<file path="src/rtl/encoder_rpm_meter_pkg.sv">
// enc_pkg: shared step encoding, saturation limits, window FSM states and Gray-index helper
package enc_pkg;
  typedef enum logic [1:0] {
    STEP_NONE = 2'd0,
    STEP_FWD  = 2'd1,
    STEP_ERR  = 2'd2,
    STEP_REV  = 2'd3
  } step_e;
  localparam logic [10:0] RPM_MAX = 11'd2047;
  localparam logic signed [15:0] EDGE_MAX = 16'sd32767;
  typedef enum logic [1:0] {RUN, MUL, UPDATE} win_state_e;
  // Position of an AB code in the 00-01-11-10 cycle; index difference mod 4 is the step code.
  function automatic logic [1:0] gray_idx(input logic [1:0] ab);
    return {ab[1], ab[1] ^ ab[0]};
  endfunction
endpackage

</file>
<file path="src/rtl/encoder_rpm_meter_if.sv">
// encoder_rpm_meter_if: encoder pins in (enc_in), measurement conduit out (rpm, rpm_valid, dir, position, quad_err, err_count)
interface encoder_rpm_meter_if;
  logic [1:0]  enc_in;
  logic [10:0] rpm;
  logic        rpm_valid;
  logic        dir;
  logic [31:0] position;
  logic        quad_err;
  logic [7:0]  err_count;
  modport master (output enc_in, input rpm, rpm_valid, dir, position, quad_err, err_count);
  modport slave (input enc_in, output rpm, rpm_valid, dir, position, quad_err, err_count);
endinterface

</file>
<file path="src/rtl/encoder_rpm_meter_quad_decoder.sv">
// quad_decoder: 2-FF sync + per-bit stable filter + x4 step decode; in clk_clk, reset_reset, enc_in; out step_fwd/step_rev/step_err pulses
module quad_decoder
  import enc_pkg::*;
#(
  parameter int FILTER_LEN = 4
) (
  input  logic       clk_clk,
  input  logic       reset_reset,
  input  logic [1:0] enc_in,
  output logic       step_fwd,
  output logic       step_rev,
  output logic       step_err
);
  localparam logic [3:0] FL_N = 4'(FILTER_LEN);
  localparam logic [3:0] FL_LAST = 4'(FILTER_LEN - 1);
  logic [1:0] s1_q, s1_d, s2_q, s2_d, filt_q, filt_d, prev_q, prev_d, fill_q, fill_d;
  logic [3:0] ld_cnt_q, ld_cnt_d;
  logic [3:0] cnt_q [2];
  logic [3:0] cnt_d [2];
  logic loaded_q, loaded_d;
  step_e step;
  always_comb begin
    s1_d = enc_in;
    s2_d = s1_q;
    fill_d = fill_q == 2'd2 ? fill_q : fill_q + 2'd1;
    ld_cnt_d = ld_cnt_q;
    loaded_d = loaded_q;
    filt_d = filt_q;
    cnt_d = cnt_q;
    // Until loaded, filt_q tracks the latest real synced sample and becomes the start state once stable.
    if (!loaded_q) begin
      if (fill_q == 2'd2) begin
        ld_cnt_d = s2_q == filt_q ? ld_cnt_q + 4'd1 : 4'd1;
        filt_d = s2_q;
        loaded_d = ld_cnt_d == FL_N;
      end
    end else begin
      for (int i = 0; i < 2; i++) begin
        cnt_d[i] = (s2_q[i] == filt_q[i] || cnt_q[i] == FL_LAST) ? 4'd0 : cnt_q[i] + 4'd1;
        if (s2_q[i] != filt_q[i] && cnt_q[i] == FL_LAST) filt_d[i] = s2_q[i];
      end
    end
    // The initial load copies into prev as well so it never decodes as a step.
    prev_d = loaded_q ? filt_q : filt_d;
    step = step_e'(gray_idx(filt_q) - gray_idx(prev_q));
    step_fwd = step == STEP_FWD;
    step_rev = step == STEP_REV;
    step_err = step == STEP_ERR;
  end
  always_ff @(posedge clk_clk) begin
    if (reset_reset) begin
      s1_q <= '0;
      s2_q <= '0;
      filt_q <= '0;
      prev_q <= '0;
      fill_q <= '0;
      ld_cnt_q <= '0;
      cnt_q <= '{default: '0};
      loaded_q <= 1'b0;
    end else begin
      s1_q <= s1_d;
      s2_q <= s2_d;
      filt_q <= filt_d;
      prev_q <= prev_d;
      fill_q <= fill_d;
      ld_cnt_q <= ld_cnt_d;
      cnt_q <= cnt_d;
      loaded_q <= loaded_d;
    end
  end
endmodule

</file>
<file path="src/rtl/encoder_rpm_meter.sv">
// encoder_rpm_meter: quadrature position counter and gated RPM meter; in clk_clk, reset_reset, bus.enc_in; out bus.rpm/rpm_valid/dir/position/quad_err/err_count
module encoder_rpm_meter
  import enc_pkg::*;
#(
  parameter int GATE_CYCLES = 5000000,
  parameter int FILTER_LEN = 4,
  parameter logic [15:0] RPM_MUL = 16'd32768,
  parameter int RPM_SHIFT = 16
) (
  input logic clk_clk,
  input logic reset_reset,
  encoder_rpm_meter_if.slave bus
);
  localparam int WW = $clog2(GATE_CYCLES);
  localparam logic [WW-1:0] WIN_LAST = WW'(GATE_CYCLES - 1);
  win_state_e state_q, state_d;
  logic [WW-1:0] win_q, win_d;
  logic signed [15:0] acc_q, acc_d, snap_q, snap_d, acc_sat;
  logic signed [16:0] sum;
  logic [15:0] mag;
  logic [31:0] prod_q, prod_d, pos_q, pos_d, scaled;
  logic [10:0] rpm_q, rpm_d;
  logic [7:0] err_q, err_d;
  logic vld_q, vld_d, dir_q, dir_d, qerr_q, qerr_d, term, step_fwd, step_rev, step_err;
  quad_decoder #(.FILTER_LEN(FILTER_LEN)) u_dec (
    .clk_clk,
    .reset_reset,
    .enc_in(bus.enc_in),
    .step_fwd,
    .step_rev,
    .step_err
  );
  always_comb begin
    sum = {acc_q[15], acc_q} + (step_fwd ? 17'sd1 : step_rev ? -17'sd1 : 17'sd0);
    acc_sat = sum > 17'sd32767 ? EDGE_MAX : sum < -17'sd32767 ? -EDGE_MAX : sum[15:0];
    term = win_q == WIN_LAST;
    win_d = term ? '0 : win_q + WW'(1);
    // The terminal cycle's step lands in the snapshot; the new window starts empty.
    acc_d = term ? '0 : acc_sat;
    snap_d = term ? acc_sat : snap_q;
    state_d = term ? MUL : state_q == MUL ? UPDATE : RUN;
    mag = snap_q[15] ? 16'(-snap_q) : snap_q;
    prod_d = state_q == MUL ? 32'(mag) * 32'(RPM_MUL) : prod_q;
    scaled = prod_q >> RPM_SHIFT;
    rpm_d = state_q == UPDATE ? (scaled > 32'(RPM_MAX) ? RPM_MAX : scaled[10:0]) : rpm_q;
    vld_d = state_q == UPDATE;
    dir_d = state_q == UPDATE && snap_q != '0 ? !snap_q[15] : dir_q;
    pos_d = pos_q + (step_fwd ? 32'd1 : step_rev ? '1 : '0);
    qerr_d = step_err;
    err_d = err_q + 8'(step_err && err_q != 8'hff);
  end
  always_ff @(posedge clk_clk) begin
    if (reset_reset) begin
      state_q <= RUN;
      win_q <= '0;
      acc_q <= '0;
      snap_q <= '0;
      prod_q <= '0;
      rpm_q <= '0;
      vld_q <= 1'b0;
      dir_q <= 1'b0;
      pos_q <= '0;
      qerr_q <= 1'b0;
      err_q <= '0;
    end else begin
      state_q <= state_d;
      win_q <= win_d;
      acc_q <= acc_d;
      snap_q <= snap_d;
      prod_q <= prod_d;
      rpm_q <= rpm_d;
      vld_q <= vld_d;
      dir_q <= dir_d;
      pos_q <= pos_d;
      qerr_q <= qerr_d;
      err_q <= err_d;
    end
  end
  assign bus.rpm = rpm_q;
  assign bus.rpm_valid = vld_q;
  assign bus.dir = dir_q;
  assign bus.position = pos_q;
  assign bus.quad_err = qerr_q;
  assign bus.err_count = err_q;
endmodule

</file>
<file path="src/flat_wrapper.sv">
// flat-port wrapper written by rule: the top's interface ports become plain ports
module encoder_rpm_meter_flat import enc_pkg::*;
#(
  parameter int GATE_CYCLES = 5000000,
  parameter int FILTER_LEN = 4,
  parameter logic [15:0] RPM_MUL = 16'd32768,
  parameter int RPM_SHIFT = 16
)
  (clk_clk, reset_reset, bus_enc_in, bus_rpm, bus_rpm_valid, bus_dir, bus_position, bus_quad_err, bus_err_count);
  encoder_rpm_meter_if bus_i ();
  input logic clk_clk;
  input logic reset_reset;
  input wire logic [$bits(bus_i.enc_in)-1:0] bus_enc_in;
  output wire logic [$bits(bus_i.rpm)-1:0] bus_rpm;
  output wire logic [$bits(bus_i.rpm_valid)-1:0] bus_rpm_valid;
  output wire logic [$bits(bus_i.dir)-1:0] bus_dir;
  output wire logic [$bits(bus_i.position)-1:0] bus_position;
  output wire logic [$bits(bus_i.quad_err)-1:0] bus_quad_err;
  output wire logic [$bits(bus_i.err_count)-1:0] bus_err_count;
  assign bus_i.enc_in = bus_enc_in;
  assign bus_rpm = bus_i.rpm;
  assign bus_rpm_valid = bus_i.rpm_valid;
  assign bus_dir = bus_i.dir;
  assign bus_position = bus_i.position;
  assign bus_quad_err = bus_i.quad_err;
  assign bus_err_count = bus_i.err_count;
  encoder_rpm_meter #(.GATE_CYCLES(GATE_CYCLES), .FILTER_LEN(FILTER_LEN), .RPM_MUL(RPM_MUL), .RPM_SHIFT(RPM_SHIFT)) u_core (.clk_clk(clk_clk), .reset_reset(reset_reset), .bus(bus_i));
endmodule
</file>
<file path="config.mk">
export PLATFORM = sky130hd
export DESIGN_NAME = encoder_rpm_meter_flat
export DESIGN_NICKNAME = d
export VERILOG_FILES = /design/src/rtl/encoder_rpm_meter_pkg.sv /design/src/rtl/encoder_rpm_meter_if.sv /design/src/rtl/encoder_rpm_meter_quad_decoder.sv /design/src/rtl/encoder_rpm_meter.sv /design/src/flat_wrapper.sv
export SDC_FILE = /design/constraint.sdc
export NUM_CORES = 1
export LEC_CHECK = 0
export CAP_MARGIN = 20
export CORE_MARGIN = 5
export CORE_UTILIZATION = 47
export DETAILED_ROUTE_END_ITERATION = 12
export PLACE_DENSITY_LB_ADDON = 0.12
export SETUP_SLACK_MARGIN = 0.4
export SLEW_MARGIN = 20
export SYNTH_ARGS = -nofsm -noshare
export SYNTH_HDL_FRONTEND = slang
export SYNTH_SLANG_ARGS = --single-unit
</file>
<file path="constraint.sdc">
create_clock -name clk_clk -period 7.35 [get_ports clk_clk]
set_clock_uncertainty 0.1 [all_clocks]
set_input_delay 1.1025 -clock clk_clk [delete_from_list [all_inputs] [get_ports clk_clk]]
set_output_delay 1.1025 -clock clk_clk [all_outputs]
set_load 0.01 [all_outputs]
</file>
# Word-level counts from Yosys, hierarchy flattened
# Index checks and enable logic that the tools add are counted.
# word_totals
mem_bits_ro	0
elab_cells	83
output_inout_bits	54
reg_bits	150
ram_bits	0
input_bits	4
latch_bits	0
n_memories	0
# op_classes
n_shift	0
add_sub_neg	10
n_lt_le_gt_ge	3
div	0
bitwise	3
n_reduce_logical	10
mul	0
n_mux	20
n_eq_ne	16
# ops
cell	count
32-bit 2-to-1 mux	2
16-bit 2-to-1 mux	3
17-bit 2-to-1 mux	2
32-bit adder	1
23-bit by 1-bit adder with 23-bit output (second input constant)	1
23-bit == test (second input constant)	1
17-bit adder	1
17-bit by 16-bit greater-than comparator with 1-bit output (second input constant)	1
17-bit by 16-bit less-than comparator with 1-bit output (second input constant)	1
16-bit negation	1
16-bit nonzero test	1
15-bit by 11-bit greater-than comparator with 1-bit output (second input constant)	1
4-bit by 1-bit adder with 4-bit output (second input constant)	3
4-bit 2-to-1 mux	3
11-bit 2-to-1 mux	1
8-bit by 1-bit adder with 8-bit output	1
2-bit == test (second input constant)	4
4-bit by 2-bit == test with 1-bit output (second input constant)	2
2-bit 2-to-1 mux	4
8-bit inequality test (second input constant)	1
1-bit 2-to-1 mux	5
2-bit by 1-bit == test with 1-bit output (second input constant)	2
4-bit by 3-bit == test with 1-bit output (second input constant)	1
1-bit logical AND	4
11 further kinds	15

# Depth between registers and ports, before layout
# depth
word_depth	9
depth_mapped	18

# Hierarchy
# Synthesis repeated with hierarchy kept, for this count alone.
# hier_totals
cells_unflattened	959
hier_area_um2	7855.0
# modules_own_cells
mod	n_inst	seq_area_each_um2	area_each_um2	cells_per_inst
encoder_rpm_meter	1	2522.4	6687.7	836
quad_decoder	1	460.4	1167.4	123

# Least setup slack after synthesis
# No wires, ideal clock.
# synth_path
path_type	reg2reg
from	register u_core.u_dec.filt_q[1]
to	register u_core.acc_q[5]
path_stages_with_launch	19
path_slack_ns	3.012
n_path_buf	4
t_arrival_ns	4.120
setup_time_ns	0.119
path_cell_list	dfxtp_1 buf_4 xnor2_1 ha_1 xor3_1 nand2_2 clkbuf_1 buf_2 buf_2 xnor2_1 ha_1 or2_2 or4b_4 mux2i_1 xor2_1 nor4_1 nand4_4 nand3_4 o21ai_1
# synth_between
elab_chain_cells	9
elab_cells_between_ends	11
classes_between	add/sub: 2; order compare: 2; eq/ne: 2; mux: 4; bitwise: 1
# synth_lines
element	line_no	text
start: declaration	encoder_rpm_meter_quad_decoder.sv:16	logic [1:0] s1_q, s1_d, s2_q, s2_d, filt_q, filt_d, prev_q, prev_d, fill_q, fill_d;
start signal: assignment	encoder_rpm_meter_quad_decoder.sv:63	filt_q <= filt_d;
1-bit XOR	encoder_rpm_meter_pkg.sv:14	return {ab[1], ab[1] ^ ab[0]};
2-bit subtractor (*)	encoder_rpm_meter_quad_decoder.sv:45	step = step_e'(gray_idx(filt_q) - gray_idx(prev_q));
2-bit == test	encoder_rpm_meter_quad_decoder.sv:47	step_rev = step == STEP_REV;
17-bit 2-to-1 mux	encoder_rpm_meter.sv:34	sum = {acc_q[15], acc_q} + (step_fwd ? 17'sd1 : step_rev ? -17'sd1 : 17'sd0);
17-bit 2-to-1 mux (*)	encoder_rpm_meter.sv:34	
17-bit adder (*)	encoder_rpm_meter.sv:34	
17-bit by 16-bit less-than comparator with 1-bit output	encoder_rpm_meter.sv:35	acc_sat = sum > 17'sd32767 ? EDGE_MAX : sum < -17'sd32767 ? -EDGE_MAX : sum[15:0];
16-bit 2-to-1 mux	encoder_rpm_meter.sv:35	
16-bit 2-to-1 mux (*)	encoder_rpm_meter.sv:35	
end signal: assignment	encoder_rpm_meter.sv:56	acc_q <= '0;
end signal: assignment	encoder_rpm_meter.sv:68	acc_q <= acc_d;
end: declaration	encoder_rpm_meter.sv:18	logic signed [15:0] acc_q, acc_d, snap_q, snap_d, acc_sat;
# Every way passes the cells marked *; elsewhere a longest branch is shown, timed or not.
# A chain may end at the register's enable or synchronous reset.

# Final worst setup path
# layout_path
from	register u_core.u_dec.filt_q[1]
to	register u_core.snap_q[0]
# layout_between
elab_chain_cells	9
elab_cells_between_ends	11
classes_between	add/sub: 2; order compare: 2; eq/ne: 2; mux: 4; bitwise: 1
# layout_lines
element	line_no	text
1-bit XOR	encoder_rpm_meter_pkg.sv:14	
2-bit subtractor (*)	encoder_rpm_meter_quad_decoder.sv:45	
2-bit == test	encoder_rpm_meter_quad_decoder.sv:47	
17-bit 2-to-1 mux	encoder_rpm_meter.sv:34	
17-bit 2-to-1 mux (*)	encoder_rpm_meter.sv:34	
17-bit adder (*)	encoder_rpm_meter.sv:34	
17-bit by 16-bit less-than comparator with 1-bit output	encoder_rpm_meter.sv:35	
16-bit 2-to-1 mux	encoder_rpm_meter.sv:35	
16-bit 2-to-1 mux (*)	encoder_rpm_meter.sv:35	
end signal: assignment	encoder_rpm_meter.sv:69	snap_q <= snap_d;
end: declaration	encoder_rpm_meter.sv:18	
# Marks and branches as above.

==> impl_metrics.csv <==
group,metric,value,unit
setup_path,critical_path_class,"reg -> reg",
sta,worst_hold_slack,0.3504,ns
drt,num_vias,6525,
setup_path,critPathSlowestCell,"nand2_2",
hold_path,hp-class,"reg -> reg",
drt,dr.first_iter.drc_count,439,
setup_path,cp-start-kind,"flip-flop",
place,io_buffers,57,
clocking,tritoncts,"yes",
setup_path,crit_path_max_fanout,36,
run,cap_violations,0,
finish,areaGrowthSynthToFinish,15.86,%
die,core_area,0.01635,mm2
sta,slew_viol_final,0,
clocking,root_buffer,"clkbuf_16",
sta,fin_crit,4.956,ns
sta,fmax,201.8,MHz
setup_path,end_kind,"flip-flop",
setup_path,required,7.56,ns
place,dpl.hpwl,11.79,mm
finish,multi_input_area,0.004488,mm2
clocking,holdBufCountCts,0,
drt,finalWirelength,17.21,mm
synthesis,async_flop_share,0,
sta,rsz0062_at_grt,"no",
synthesis,synth-edff-count,0,
die,die_area,0.01914,mm2
synthesis,yosys_most_used_dff,"dfxtp_1",
clocking,clock_latency,0.42,ns
clocking,clkSinkCount,149,
setup_path,path_cells,"xnor2_1 > ha_1 > inv_1 > nand2_2 > xnor2_1 > ha_1 > or2_2 > or4b_4 > nor3_2 > o21a_1 > nor3b_2 > buf_4 > nand3b_2 > o31a_1",
drt,wire_per_inst,14.46,um
synthesis,synthCells,932,
synthesis,yosysUniqueCellTypes,76,
global_route,grt_use_total,0.1785,
global_route,grt_util_met3,0.03833,
sta,relSlewSlack,0.3439,
die,chipHeight,138.3,um
clocking,post_cts_buffers,0,
clocking,clock_path_buffers,2,
drt,antenna_left,0,
global_route,grt_pass1_wl,29.34,mm
global_route,met1_usage,0.2533,
finish,num_antenna_cells,0,
drt,dr.pass1.iters,5,
finish,final-seq-area,0.002983,mm2
die,io_pins,58,
global_route,grt.busiest_layer,"met2",
sta,tns,0,ns
global_route,grt_pass1_vias,5961,
power,power.density,214.5,mW/mm2
synthesis,syn_nets,949,
die,fp.dieW,138.3,um
drt,drc,0,
global_route,grt_use_met2,0.2662,
global_route,grt_max_degree,65,
global_route,grt_overflow_total,0,
place,dpl_worst_slack,2.398,ns
synthesis,synth_seq_cells,149,
setup_path,max_stage_delay,0.67,ns
drt,vias_per_cell,5.483,
sta,hold_viol,0,
finish,nets,976,
power,ir_drop,176.7,uV
run_status,status,"finished, final reports clean",
setup_path,cp.arrival,5.16,ns
finish,num-fill-cells,1617,
sta,setup_slack,2.394,ns
synthesis,synthesis.area,0.007741,mm2
synthesis,yosys_warnings,0,
global_route,antenna_found_initial,0,
clocking,path_clk_slew,0.06,ns
sta,setup_viol,0,
clocking,h-tree-depth,4,
finish,drive_above_1_share,0.06495,
synthesis,syn_avg_cell_area,8.306,um2
clocking,cts-resized-gates,0,
die,row_count,47,
place,gp_congestion,0.8216,
clocking,numCtsBuffers,17,
synthesis,synth_seq_area_share,0.3853,
die,initial_core_util,0.4735,
sta,tightest_slew,0.9842,ns
power,p_leak,3.359,nW
sta,post-route-period-util,0.6743,
state kept, by name, summed over array words and instances, names as in the netlist, 2 cells and up:
name,cells
u_core.bus.position,32
u_core.win_q,23
u_core.acc_q,16
u_core.snap_q,16
u_core.prod_q,15
u_core.bus.rpm,11
u_core.bus.err_count,8
u_core.u_dec.cnt_q,8
u_core.u_dec.ld_cnt_q,4
u_core.state_q,2
u_core.u_dec.fill_q,2
u_core.u_dec.filt_q,2
u_core.u_dec.prev_q,2
u_core.u_dec.s1_q,2
u_core.u_dec.s2_q,2
worst paths after layout:
check	start	end	slack, ns	depth (start not counted)
setup / recovery	u_core.u_dec.filt_q[1]	u_core.snap_q[0]	2.39	14
hold reg to reg	u_core.u_dec.s1_q[1]	u_core.u_dec.s2_q[1]	0.35	1
setup reg to reg	u_core.u_dec.filt_q[1]	u_core.snap_q[0]	2.39	14
hold / removal	u_core.u_dec.s1_q[1]	u_core.u_dec.s2_q[1]	0.35	1
per-stage QoR:
stage / power [mW] / cells / utilization / cell area [um2]
finish: 1.924 / 1190 / 0.5486 / 8969
global placement: 1.097 / 1160 / 0.5138 / 8399
floorplan: 1.045 / 932 / - / 7741
global route: 2.011 / 1190 / 0.5486 / 8969
detailed placement: 1.098 / 1160 / 0.5138 / 8399
CTS: 1.946 / 1190 / 0.5483 / 8964
report_power, final:
part | internal, mW | switching, mW | total, mW | leakage [nW]
sequential | 0.832 | 0.0289 | 0.861 | 1.20
clock | 0.513 | 0.329 | 0.842 | 0.276
combinational | 0.0914 | 0.130 | 0.221 | 1.88
synthesized netlist by cell type (all sizes together) (11+ instances only):
| cell type | instances | share of area |
|---|---|---|
| nand3 | 32 | 0.024 |
| a211oi | 16 | 0.016 |
| xnor2 | 46 | 0.052 |
| or4 | 15 | 0.016 |
| ha | 13 | 0.021 |
| a21oi | 35 | 0.023 |
| nand2b | 11 | 0.0089 |
| o21ai | 33 | 0.022 |
| nand4 | 14 | 0.013 |
| xor2 | 52 | 0.059 |
| dfxtp | 149 | 0.39 |
| buf | 14 | 0.010 |
| inv | 14 | 0.0068 |
| nor2b | 15 | 0.012 |
| nor3 | 36 | 0.025 |
| mux2i | 17 | 0.022 |
| or3 | 12 | 0.0097 |
| and3 | 16 | 0.013 |
| nor2 | 165 | 0.080 |
| nand2 | 66 | 0.033 |
| clkbuf | 40 | 0.019 |
| nor4 | 22 | 0.020 |
worst max-delay path, delay by kind of cell (launching register included):
kind	cells	cell delay [ns]
xor gates and xnor gates	2	0.24
adders and majority gates	2	0.94
buffers and inverters	2	0.55
DFF	1	0.43
and+or+nand+nor	6	2.12
AOI/OAI and AO/OA	2	0.46
placed cells by master (no fill, tap or decap), types with 11 or more instances in the layout:
cell type / count
dfxtp_1: 149
o21ai_1: 12
or4_1: 13
clkbuf_16: 17
o21ai_0: 20
inv_1: 14
nand4_1: 13
nand3_1: 30
a211oi_1: 16
nand2b_1: 11
mux2i_1: 17
nand2_1: 64
a21oi_1: 35
xnor2_1: 46
nor4_1: 19
or3_1: 12
nor2b_1: 14
and3_1: 16
nor2_1: 164
xor2_1: 52
nor3_1: 34
clkdlybuf4s50_1: 56
ha_1: 13
kinds of logic after synthesis:
kind of cell             synth area share
flip-flops                         0.3853
AO/OA/AOI/OAI                      0.1224
buffers and inverters             0.03620
XOR/XNOR                           0.1169
adder cells (fa/ha/maj)           0.02231
multiplexers                      0.02198
AND/OR/NAND/NOR                    0.2950
layer usage:
layer,vias up,wire (um)
li1,3355,-
met1,3002,8671
met2,140,7484
met3,28,745
met4,0,308
met5,-,0
final cells by class:
class	count	share of cell area
repair buffers	62	0.06752
multi-input cells	715	0.5004
clock inverters	8	0.01116
clock buffers	22	0.05176
inverters	14	0.005859
flip-flops and latches	149	0.3326
well taps	220	0.03069
Note: power is estimated with default switching activity, not from simulation.
